File: config.mk
export PLATFORM = sky130hd
export DESIGN_NAME = controller_regs_m_flat
export DESIGN_NICKNAME = d
export VERILOG_FILES = /design/src/rtl/controller_regs_m_if.sv /design/src/rtl/controller_regs_m.sv /design/src/flat_wrapper.sv
export SDC_FILE = /design/constraint.sdc
export NUM_CORES = 1
export LEC_CHECK = 0
export ABC_AREA = 0
export BUFFER_PORTS_ARGS = -buffer_cell sky130_fd_sc_hd__buf_4
export CORE_MARGIN = 3
export CORE_UTILIZATION = 50
export DETAILED_ROUTE_END_ITERATION = 7
export PLACE_DENSITY = 0.78
export SLEW_MARGIN = 10
export SYNTH_ARGS = -nofsm -noshare
export SYNTH_HDL_FRONTEND = slang
export SYNTH_SLANG_ARGS = --single-unit
File: constraint.sdc
create_clock -name clk -period 1.4 [get_ports clk]
set_input_delay 0.28 -clock clk [delete_from_list [all_inputs] [get_ports clk]]
set_output_delay 0.28 -clock clk [all_outputs]
set_load 0.03 [all_outputs]
File: src/rtl/controller_regs_m_if.sv
// CPU register-bus interface for controller_regs_m.
// Signals:
//   cpu_rd   - one-cycle read strobe from the CPU
//   cpu_addr - 4-bit register select
//   cpu_data - registered read data returned one cycle after cpu_rd
// Modports: master (CPU side), slave (register block side).
interface controller_regs_m_if;
    logic       cpu_rd;
    logic [3:0] cpu_addr;
    logic [7:0] cpu_data;

    modport master (output cpu_rd, output cpu_addr, input cpu_data);
    modport slave  (input cpu_rd, input cpu_addr, output cpu_data);
endinterface

File: src/rtl/controller_regs_m.sv
// Game-controller polling block with CPU-readable button registers.
// On each accepted frame_tick it pulses poll_start, waits for the upstream
// shift logic to settle, then captures every controller byte and records
// sticky press edges (and release edges when CONTROLLER_REGS_RELEASE_EN is
// defined).
// Ports:
//   clk, rst   - clock; synchronous active-high reset
//   frame_tick - vblank pulse requesting a poll
//   poll_start - start strobe to the upstream controller interface
//   buttons_in - 8 bits per controller, controller i at [8i+7:8i]
//   cpu        - controller_regs_m_if.slave (cpu_rd, cpu_addr, cpu_data)
//   busy       - high whenever a poll is in progress
// Optional feature macro: CONTROLLER_REGS_RELEASE_EN (adds rel_i registers).
module controller_regs_m #(
    parameter int unsigned NUM_CONTROLLERS = 2,
    parameter int unsigned START_CYCLES    = 9,
    parameter int unsigned SETTLE_CYCLES   = 8
) (
    input  logic                         clk,
    input  logic                         rst,
    input  logic                         frame_tick,
    output logic                         poll_start,
    input  logic [8*NUM_CONTROLLERS-1:0] buttons_in,
    controller_regs_m_if.slave           cpu,
    output logic                         busy
);

`ifdef CONTROLLER_REGS_RELEASE_EN
    localparam int unsigned STRIDE = 3;
`else
    localparam int unsigned STRIDE = 2;
`endif
    localparam int unsigned STATUS_ADDR = STRIDE * NUM_CONTROLLERS;
    localparam int unsigned MAX_CYC     = (START_CYCLES > SETTLE_CYCLES) ? START_CYCLES : SETTLE_CYCLES;
    localparam int unsigned CNT_W       = $clog2(MAX_CYC + 1);

    typedef enum logic [1:0] {ST_IDLE, ST_START, ST_SETTLE, ST_CAPTURE} state_e;

    state_e           state_q, state_d;
    logic [CNT_W-1:0] cnt_q, cnt_d;
    logic             poll_start_q, poll_start_d;
    logic             busy_q, busy_d;
    logic [7:0]       cpu_data_q, cpu_data_d;
    logic             overrun_q, overrun_d;
    logic             rst_dly_q;
    logic [7:0]       cur_q   [NUM_CONTROLLERS];
    logic [7:0]       cur_d   [NUM_CONTROLLERS];
    logic [7:0]       prev_q  [NUM_CONTROLLERS];
    logic [7:0]       prev_d  [NUM_CONTROLLERS];
    logic [7:0]       press_q [NUM_CONTROLLERS];
    logic [7:0]       press_d [NUM_CONTROLLERS];
`ifdef CONTROLLER_REGS_RELEASE_EN
    logic [7:0]       rel_q   [NUM_CONTROLLERS];
    logic [7:0]       rel_d   [NUM_CONTROLLERS];
`endif

    logic tick_ok_c;
    logic capture_c;
    logic rd_status_c;
    logic unused_prev_c;

    // A tick in the first cycle after reset release is dropped.
    assign tick_ok_c   = frame_tick && !rst_dly_q;
    assign capture_c   = (state_q == ST_CAPTURE);
    assign rd_status_c = cpu.cpu_rd && (cpu.cpu_addr == 4'(STATUS_ADDR));

    assign poll_start   = poll_start_q;
    assign busy         = busy_q;
    assign cpu.cpu_data = cpu_data_q;

    // State, counter and output registers.
    always_ff @(posedge clk) begin
        if (rst) begin
            state_q      <= ST_IDLE;
            cnt_q        <= '0;
            poll_start_q <= 1'b0;
            busy_q       <= 1'b0;
            cpu_data_q   <= 8'h00;
            overrun_q    <= 1'b0;
            rst_dly_q    <= 1'b1;
            for (int i = 0; i < NUM_CONTROLLERS; i++) begin
                cur_q[i]   <= 8'h00;
                prev_q[i]  <= 8'h00;
                press_q[i] <= 8'h00;
`ifdef CONTROLLER_REGS_RELEASE_EN
                rel_q[i]   <= 8'h00;
`endif
            end
        end else begin
            state_q      <= state_d;
            cnt_q        <= cnt_d;
            poll_start_q <= poll_start_d;
            busy_q       <= busy_d;
            cpu_data_q   <= cpu_data_d;
            overrun_q    <= overrun_d;
            rst_dly_q    <= 1'b0;
            for (int i = 0; i < NUM_CONTROLLERS; i++) begin
                cur_q[i]   <= cur_d[i];
                prev_q[i]  <= prev_d[i];
                press_q[i] <= press_d[i];
`ifdef CONTROLLER_REGS_RELEASE_EN
                rel_q[i]   <= rel_d[i];
`endif
            end
        end
    end

    // Poll sequencer: next state, phase counter, and look-ahead outputs.
    always_comb begin
        state_d = state_q;
        cnt_d   = cnt_q;
        case (state_q)
            ST_IDLE: begin
                if (tick_ok_c) begin
                    state_d = ST_START;
                    cnt_d   = '0;
                end
            end
            ST_START: begin
                if (cnt_q == CNT_W'(START_CYCLES - 1)) begin
                    state_d = ST_SETTLE;
                    cnt_d   = '0;
                end else begin
                    cnt_d = cnt_q + CNT_W'(1);
                end
            end
            ST_SETTLE: begin
                if (cnt_q == CNT_W'(SETTLE_CYCLES - 1)) begin
                    state_d = ST_CAPTURE;
                    cnt_d   = '0;
                end else begin
                    cnt_d = cnt_q + CNT_W'(1);
                end
            end
            ST_CAPTURE: state_d = ST_IDLE;
            default:    state_d = ST_IDLE;
        endcase
        poll_start_d = (state_d == ST_START);
        busy_d       = (state_d != ST_IDLE);
    end

    // Sticky overrun; a new overrun beats a same-cycle read-clear.
    always_comb begin
        overrun_d = overrun_q;
        if (rd_status_c) overrun_d = 1'b0;
        if (frame_tick && (state_q != ST_IDLE)) overrun_d = 1'b1;
    end

    // Capture and edge-detect; a read-clear drops old bits, new edges survive.
    always_comb begin
        for (int i = 0; i < NUM_CONTROLLERS; i++) begin
            cur_d[i]   = cur_q[i];
            prev_d[i]  = prev_q[i];
            press_d[i] = (cpu.cpu_rd && (cpu.cpu_addr == 4'(STRIDE * i + 1))) ? 8'h00 : press_q[i];
`ifdef CONTROLLER_REGS_RELEASE_EN
            rel_d[i]   = (cpu.cpu_rd && (cpu.cpu_addr == 4'(STRIDE * i + 2))) ? 8'h00 : rel_q[i];
`endif
            if (capture_c) begin
                prev_d[i]  = cur_q[i];
                cur_d[i]   = buttons_in[8*i +: 8];
                press_d[i] = press_d[i] | (buttons_in[8*i +: 8] & ~cur_q[i]);
`ifdef CONTROLLER_REGS_RELEASE_EN
                rel_d[i]   = rel_d[i] | (cur_q[i] & ~buttons_in[8*i +: 8]);
`endif
            end
        end
    end

    // Read mux; data holds between reads.
    always_comb begin
        cpu_data_d = cpu_data_q;
        if (cpu.cpu_rd) begin
            cpu_data_d = 8'h00;
            for (int i = 0; i < NUM_CONTROLLERS; i++) begin
                if (cpu.cpu_addr == 4'(STRIDE * i))     cpu_data_d = cur_q[i];
                if (cpu.cpu_addr == 4'(STRIDE * i + 1)) cpu_data_d = press_q[i];
`ifdef CONTROLLER_REGS_RELEASE_EN
                if (cpu.cpu_addr == 4'(STRIDE * i + 2)) cpu_data_d = rel_q[i];
`endif
            end
            if (rd_status_c) cpu_data_d = {6'b0, overrun_q, busy_q};
        end
    end

    // prev_i is retained history with no read path in the register map.
    always_comb begin
        unused_prev_c = 1'b0;
        for (int i = 0; i < NUM_CONTROLLERS; i++) begin
            unused_prev_c = unused_prev_c ^ (^prev_q[i]);
        end
    end

endmodule

File: src/flat_wrapper.sv
// flat-port wrapper written by rule: the top's interface ports become plain ports
module controller_regs_m_flat 
#(
    parameter int unsigned NUM_CONTROLLERS = 2,
    parameter int unsigned START_CYCLES    = 9,
    parameter int unsigned SETTLE_CYCLES   = 8
)
  (clk, rst, frame_tick, poll_start, buttons_in, busy, cpu_cpu_rd, cpu_cpu_addr, cpu_cpu_data);
  controller_regs_m_if cpu_i ();
  input  logic clk;
  input  logic rst;
  input  logic frame_tick;
  output logic poll_start;
  input  logic [8*NUM_CONTROLLERS-1:0] buttons_in;
  output logic busy;
  input wire logic [$bits(cpu_i.cpu_rd)-1:0] cpu_cpu_rd;
  input wire logic [$bits(cpu_i.cpu_addr)-1:0] cpu_cpu_addr;
  output wire logic [$bits(cpu_i.cpu_data)-1:0] cpu_cpu_data;
  assign cpu_i.cpu_rd = cpu_cpu_rd;
  assign cpu_i.cpu_addr = cpu_cpu_addr;
  assign cpu_cpu_data = cpu_i.cpu_data;
  controller_regs_m #(.NUM_CONTROLLERS(NUM_CONTROLLERS), .START_CYCLES(START_CYCLES), .SETTLE_CYCLES(SETTLE_CYCLES)) u_core (.clk(clk), .rst(rst), .frame_tick(frame_tick), .poll_start(poll_start), .buttons_in(buttons_in), .cpu(cpu_i), .busy(busy));
endmodule
==> Word-level counts from Yosys, hierarchy flattened <==
Memories as Yosys holds them, arrays and structs flattened.
Index checks and enable logic that the tools add are counted.
W data, S select, Z words.
{ "word_totals": {"regBits": 18, "ram_bits": 32, "input_bits": 24, "output_inout_bits": 10, "wordCells": 72, "memories": 2} }
{ "op_classes": {"add_sub_neg": 1, "n_eq_ne": 11, "mux": 28, "n_bitwise": 10, "n_reduce_logical": 13} }
{ "memory_table": {"columns": ["memory", "words", "word_bits", "rd", "rd_clocked_by_memory_dff", "wr", "line", "rtl"], "rows": [
  ["u_core.cur_q", 2, 8, 2, 0, 2, "controller_regs_m.sv:46", "logic [7:0] cur_q [NUM_CONTROLLERS];"],
  ["u_core.press_q", 2, 8, 2, 0, 2, "controller_regs_m.sv:50", "logic [7:0] press_q [NUM_CONTROLLERS];"]
]} }
{ "ops": {"columns": ["operator", "count"], "rows": [
  ["$mux W8", 15],
  ["$and A8 B8 Y8", 2],
  ["$not A8 Y8", 2],
  ["$or A8 B8 Y8", 2],
  ["$mux W4", 3],
  ["$pmux W4 S3", 1],
  ["$eq A4 B2 Y1 const B", 2],
  ["$eq A4 B3 Y1 const B", 2],
  ["$pmux W2 S4", 1],
  ["$mux W2", 3],
  ["$reduce_bool A2 Y1", 3],
  ["$logic_and A1 B1 Y1", 5],
  ["$mux W1", 5],
  ["$add A4 B1 Y4 const B", 1],
  ["$eq A2 B1 Y1 const B", 2],
  ["$eq A2 B2 Y1 const B", 2],
  ["$eq A4 B1 Y1 const B", 1],
  ["$eq A4 B4 Y1 const B", 1],
  ["$logic_not A4 Y1", 1],
  ["$or A1 B1 Y1", 4],
  ["$reduce_bool A3 Y1", 1],
  ["$logic_not A2 Y1", 1],
  ["$ne A2 B1 Y1 const B", 1],
  ["$reduce_and A2 Y1", 1],
  ["$logic_not A1 Y1", 1]
]} }

==> Longest topological paths before layout <==
{ "depth": {"ltp_word": 6, "depth_mapped": 6, "mapped_depth_nobuf": 6} }

==> Worst setup path before layout <==
OpenSTA, ideal clock, no wires.
{ "synth_path": {"kind": "reg2reg", "from": "register u_core.state_q[0]", "to": "register u_core.poll_start_q, in the netlist u_core.poll_start", "setup_ps": 62, "arrival_ps": 1510, "t_required_ps": 1338, "setup_slack_ps": -172, "path_stages_with_launch": 7, "n_path_buf": 0, "synth_period_minus_slack_ps": 1572, "path_cell_list": "dfxtp_1 -> inv_1 -> ha_1 -> nor4bb_1 -> a211oi_1 -> or3_4 -> nor2b_2"} }
{ "synth_between": {"elab_chain_cells": 3, "word_cells_on_any_way": 9, "cone_classes": "4 x eq/ne; 4 x mux; 1 x reduce/logical"} }
{ "synth_lines": {"columns": ["item", "line", "rtl"], "rows": [
  ["start: declaration", "controller_regs_m.sv:39", "state_e state_q, state_d;"],
  ["start signal: assignment", "controller_regs_m.sv:90", "state_q <= state_d;"],
  ["$eq A2 B2 Y1 (tied with other cells)", "controller_regs_m.sv:112", "case (state_q)"],
  ["$pmux W2 S4 (*)", "controller_regs_m.sv:112", null],
  ["$eq A2 B1 Y1 (*)", "controller_regs_m.sv:138", "poll_start_d = (state_d == ST_START);"],
  ["end signal: assignment", "controller_regs_m.sv:92", "poll_start_q <= poll_start_d;"],
  ["end: declaration", "controller_regs_m.sv:41", "logic poll_start_q, poll_start_d;"]
]} }
Mark *: on every way between the ends. The rest lies on a longest branch, timed or not.
A chain may end at the register's enable or synchronous reset.

==> Worst setup path in the final report <==
Ends and elaborated chain as after synthesis.

==> metrics.txt <==
maximum level of the CTS H-tree 2; setup tns final -116 ps; TritonCTS Buffers 5; Pwr Total 2.62 mW; worst path cell trace inv_4, ha_4, nor4bb_4, a211oi_1, or3_4, nor2b_2; clock slew at reported path FFs ~90 ps; Slew Viols, Final 0; Post-Syn Nets 295; placed insts 348; Post-synth ARST share 0%; Nets ~340; root buf cell clkbuf_8; number of global-route vias before repair 1765; slew margin rel. 76.6%; die area between 0.005 and 0.006 mm²; final wirelength 5.81 mm; CP startpoint kind flip-flop; Placement Setup Slack -77.0 ps; ANT cells 0; Setup crit end kind flip-flop; syn_area_per_cell ~9.0 µm²; Port Buf Inserts 33; starting density of the core 53.0%; antenna-violating nets left 0; Syn. warnings 0; RSZ-0062 raised after global routing true; share of cells above drive strength 1 ~34%; Area contributors post-synth dfxtp_1 (42%), mux2i_1 (6.8%), nor2_1 (6.2%), a32oi_1 (5.5%), ha_1 (4.2%); Layout Utilization a little over two thirds; CP Data Required Time around 1700 ps; most common cell in the netlist dfxtp_1; vias per cell 5.62; Clock Sink Count 50; Pre-antenna DRT Iters 4; Filler Cells Inserted ~350; Final setup viols 4; hold path cells 3; initial antenna violation count 0; first-pass GRT wire length about 8 mm; # IOs 34; sequential cell area fraction in the yosys report a little over two fifths; Post-Synthesis Cells between 200 and 300; Hold Vio Cnt, Final 0; Initial DRC Count approximately 110; chip width between 70 and 80 µm; Chip Height between 70 and 80 µm; wire per inst 16.0 µm; Crit path depth 6; Tcrit/Tclk final 104%; worst reg-to-reg path cell count 6; Commonest cells post-synth dfxtp_1 (50), nor2_1 (39), inv_1 (20), nand2_1 (18), mux2i_1 (16); largest stage delay on the critical path ~400 ps; HPWL Detailed approximately 3.5 mm; clock latency on the worst-skew pair 300 ps; hold crit path type input pin to flip-flop; Final Wtd Congestion roughly 0.85; P&R area growth vs syn 32.0%; Pwr Density 836 mW/mm²; vias slightly above 2000; CP bufs+invs 1; Clock Path Buffers 2; CTS hold repair buffers 0; outcome finished with violations; Worst path top cell family by delay simple AND/OR/NAND/NOR gates; failing checks negative setup slack; max-capacitance violation count 0; Yosys top cell area share 42.2%; slowest CP cell dfxtp_4; CTS tree yes; CP arrival roughly 1700 ps; DRC violations left 0; gr usage total 18.9%; synth unique cells 42; worst vdd ir roughly 0.62 mV; largest net degree at the start of global routing 33; Final WS setup -50.3 ps; Row Count 24; Final Critical Period between 1000 and 1500 ps; Non-Filler Instances between 300 and 400; Top FF cell, synth dfxtp_1; fmax between 600 and 700 MHz; total congestion overflow 0; CP max FO 4; worst setup path class flip-flop to flip-flop; Core Box Area between 0.004 and 0.005 mm²; clock skew between 4 and 5 ps; leakage between 1 and 1.5 nW; Yosys reg bits 50; Post-synth EDFFs 0; dominant cell type by area after synthesis dfxtp_1; Slew @ Worst Pin ~350 ps; Post-Syn Area roughly 0.0024 mm²
## per-stage QoR
stage	hold slack [ps]	cell area (µm²)
finish	220	3130
global route	217	3130
CTS	219	2900
detailed placement	462	2750
global placement	458	2750
floorplan	308	2390
## layer usage
metal / track usage (%) / vias to the layer above / wire, µm / share of wire [%]
met5: 0 / - / 0 / 0
li1: - / 1018 / - / -
met3: 4.54 / 6 / 290 / 5.0
met2: 29.4 / 57 / 2870 / 49
met1: 26.1 / 955 / 2590 / 45
met4: 5.53 / 0 / 51 / 0.88
## timing repair
item | in CTS | in global routing
buffers inserted | 3 | 0
endpoints found under the setup margin | 6 | 31
cloned | 0 | 3
gates resized for setup | 9 | 30
pin swaps | 1 | 9
## kinds of logic (layout without fill, tap and decap cells)
kind of cell             after synthesis  after routing  share of synthesized area [%]
adder cells (fa/ha/maj)                8              8                           4.22
flip-flops                            50             50                           42.2
buffers and inverters                 36             83                           6.49
AO/OA/AOI/OAI                         62             62                           18.2
AND/OR/NAND/NOR                       89             89                           20.7
multiplexers                          18             18                           8.18
## final timing paths
path / slack (ps) / from / end
max: -50 / u_core.state_q[0]$_SDFF_PP0_ / u_core.poll_start$_SDFF_PP0_
max reg2reg: -50 / u_core.state_q[0]$_SDFF_PP0_ / u_core.poll_start$_SDFF_PP0_
min reg2reg: 470 / u_core.cpu.cpu_data[7]$_SDFFE_PP0P_ / u_core.cpu.cpu_data[7]$_SDFFE_PP0P_
min: 220 / buttons_in[4] / u_core.cur_q[0][4]$_SDFFE_PP0N_
## cell usage in the layout, fill, tap and decap left out, types with 4 or more instances in the layout
master / n
o211ai_1: 11
inv_1: 18
nand3_1: 4
nand2b_1: 8
a32oi_2: 11
clkbuf_8: 6
mux2i_1: 16
nor2_1: 39
o21ai_0: 8
dfxtp_1: 46
a21oi_2: 4
nand2_1: 17
ha_4: 4
buf_4: 50
a32oi_1: 4
a21oi_1: 11
## layout make-up
class	count	area [µm²]	area share (%)
inverter	21	83.8	2.68
clock buffer	7	86.3	2.76
sequential	50	1010	32.3
multi-input combinational	177	1420	45.4
timing repair buffer	54	457	14.6
clock inverter	1	5.00	0.160
tap	52	65.1	2.08
## worst min-delay path: cells and delay by family
family | cells | cell delay (ps)
buf+inv | 1 | 80
simple gates | 1 | 70
mux | 1 | 60
## registers in the layout (all words and copies together) (netlist names)
register	count
u_core.cur_q	16
u_core.press_q	16
u_core.poll_start	1
u_core.state_q	2
u_core.cnt_q	4
u_core.busy	1
u_core.overrun_q	1
u_core.rst_dly_q	1
u_core.cpu.cpu_data	8
## where the power goes
group | total [mW] | internal (mW) | leakage (nW) | switching (mW)
logic | 0.301 | 0.133 | 0.649 | 0.167
registers | 1.45 | 1.43 | 0.407 | 0.0110
clock network | 0.871 | 0.400 | 0.0482 | 0.471
(Power assumes the default switching activity.)
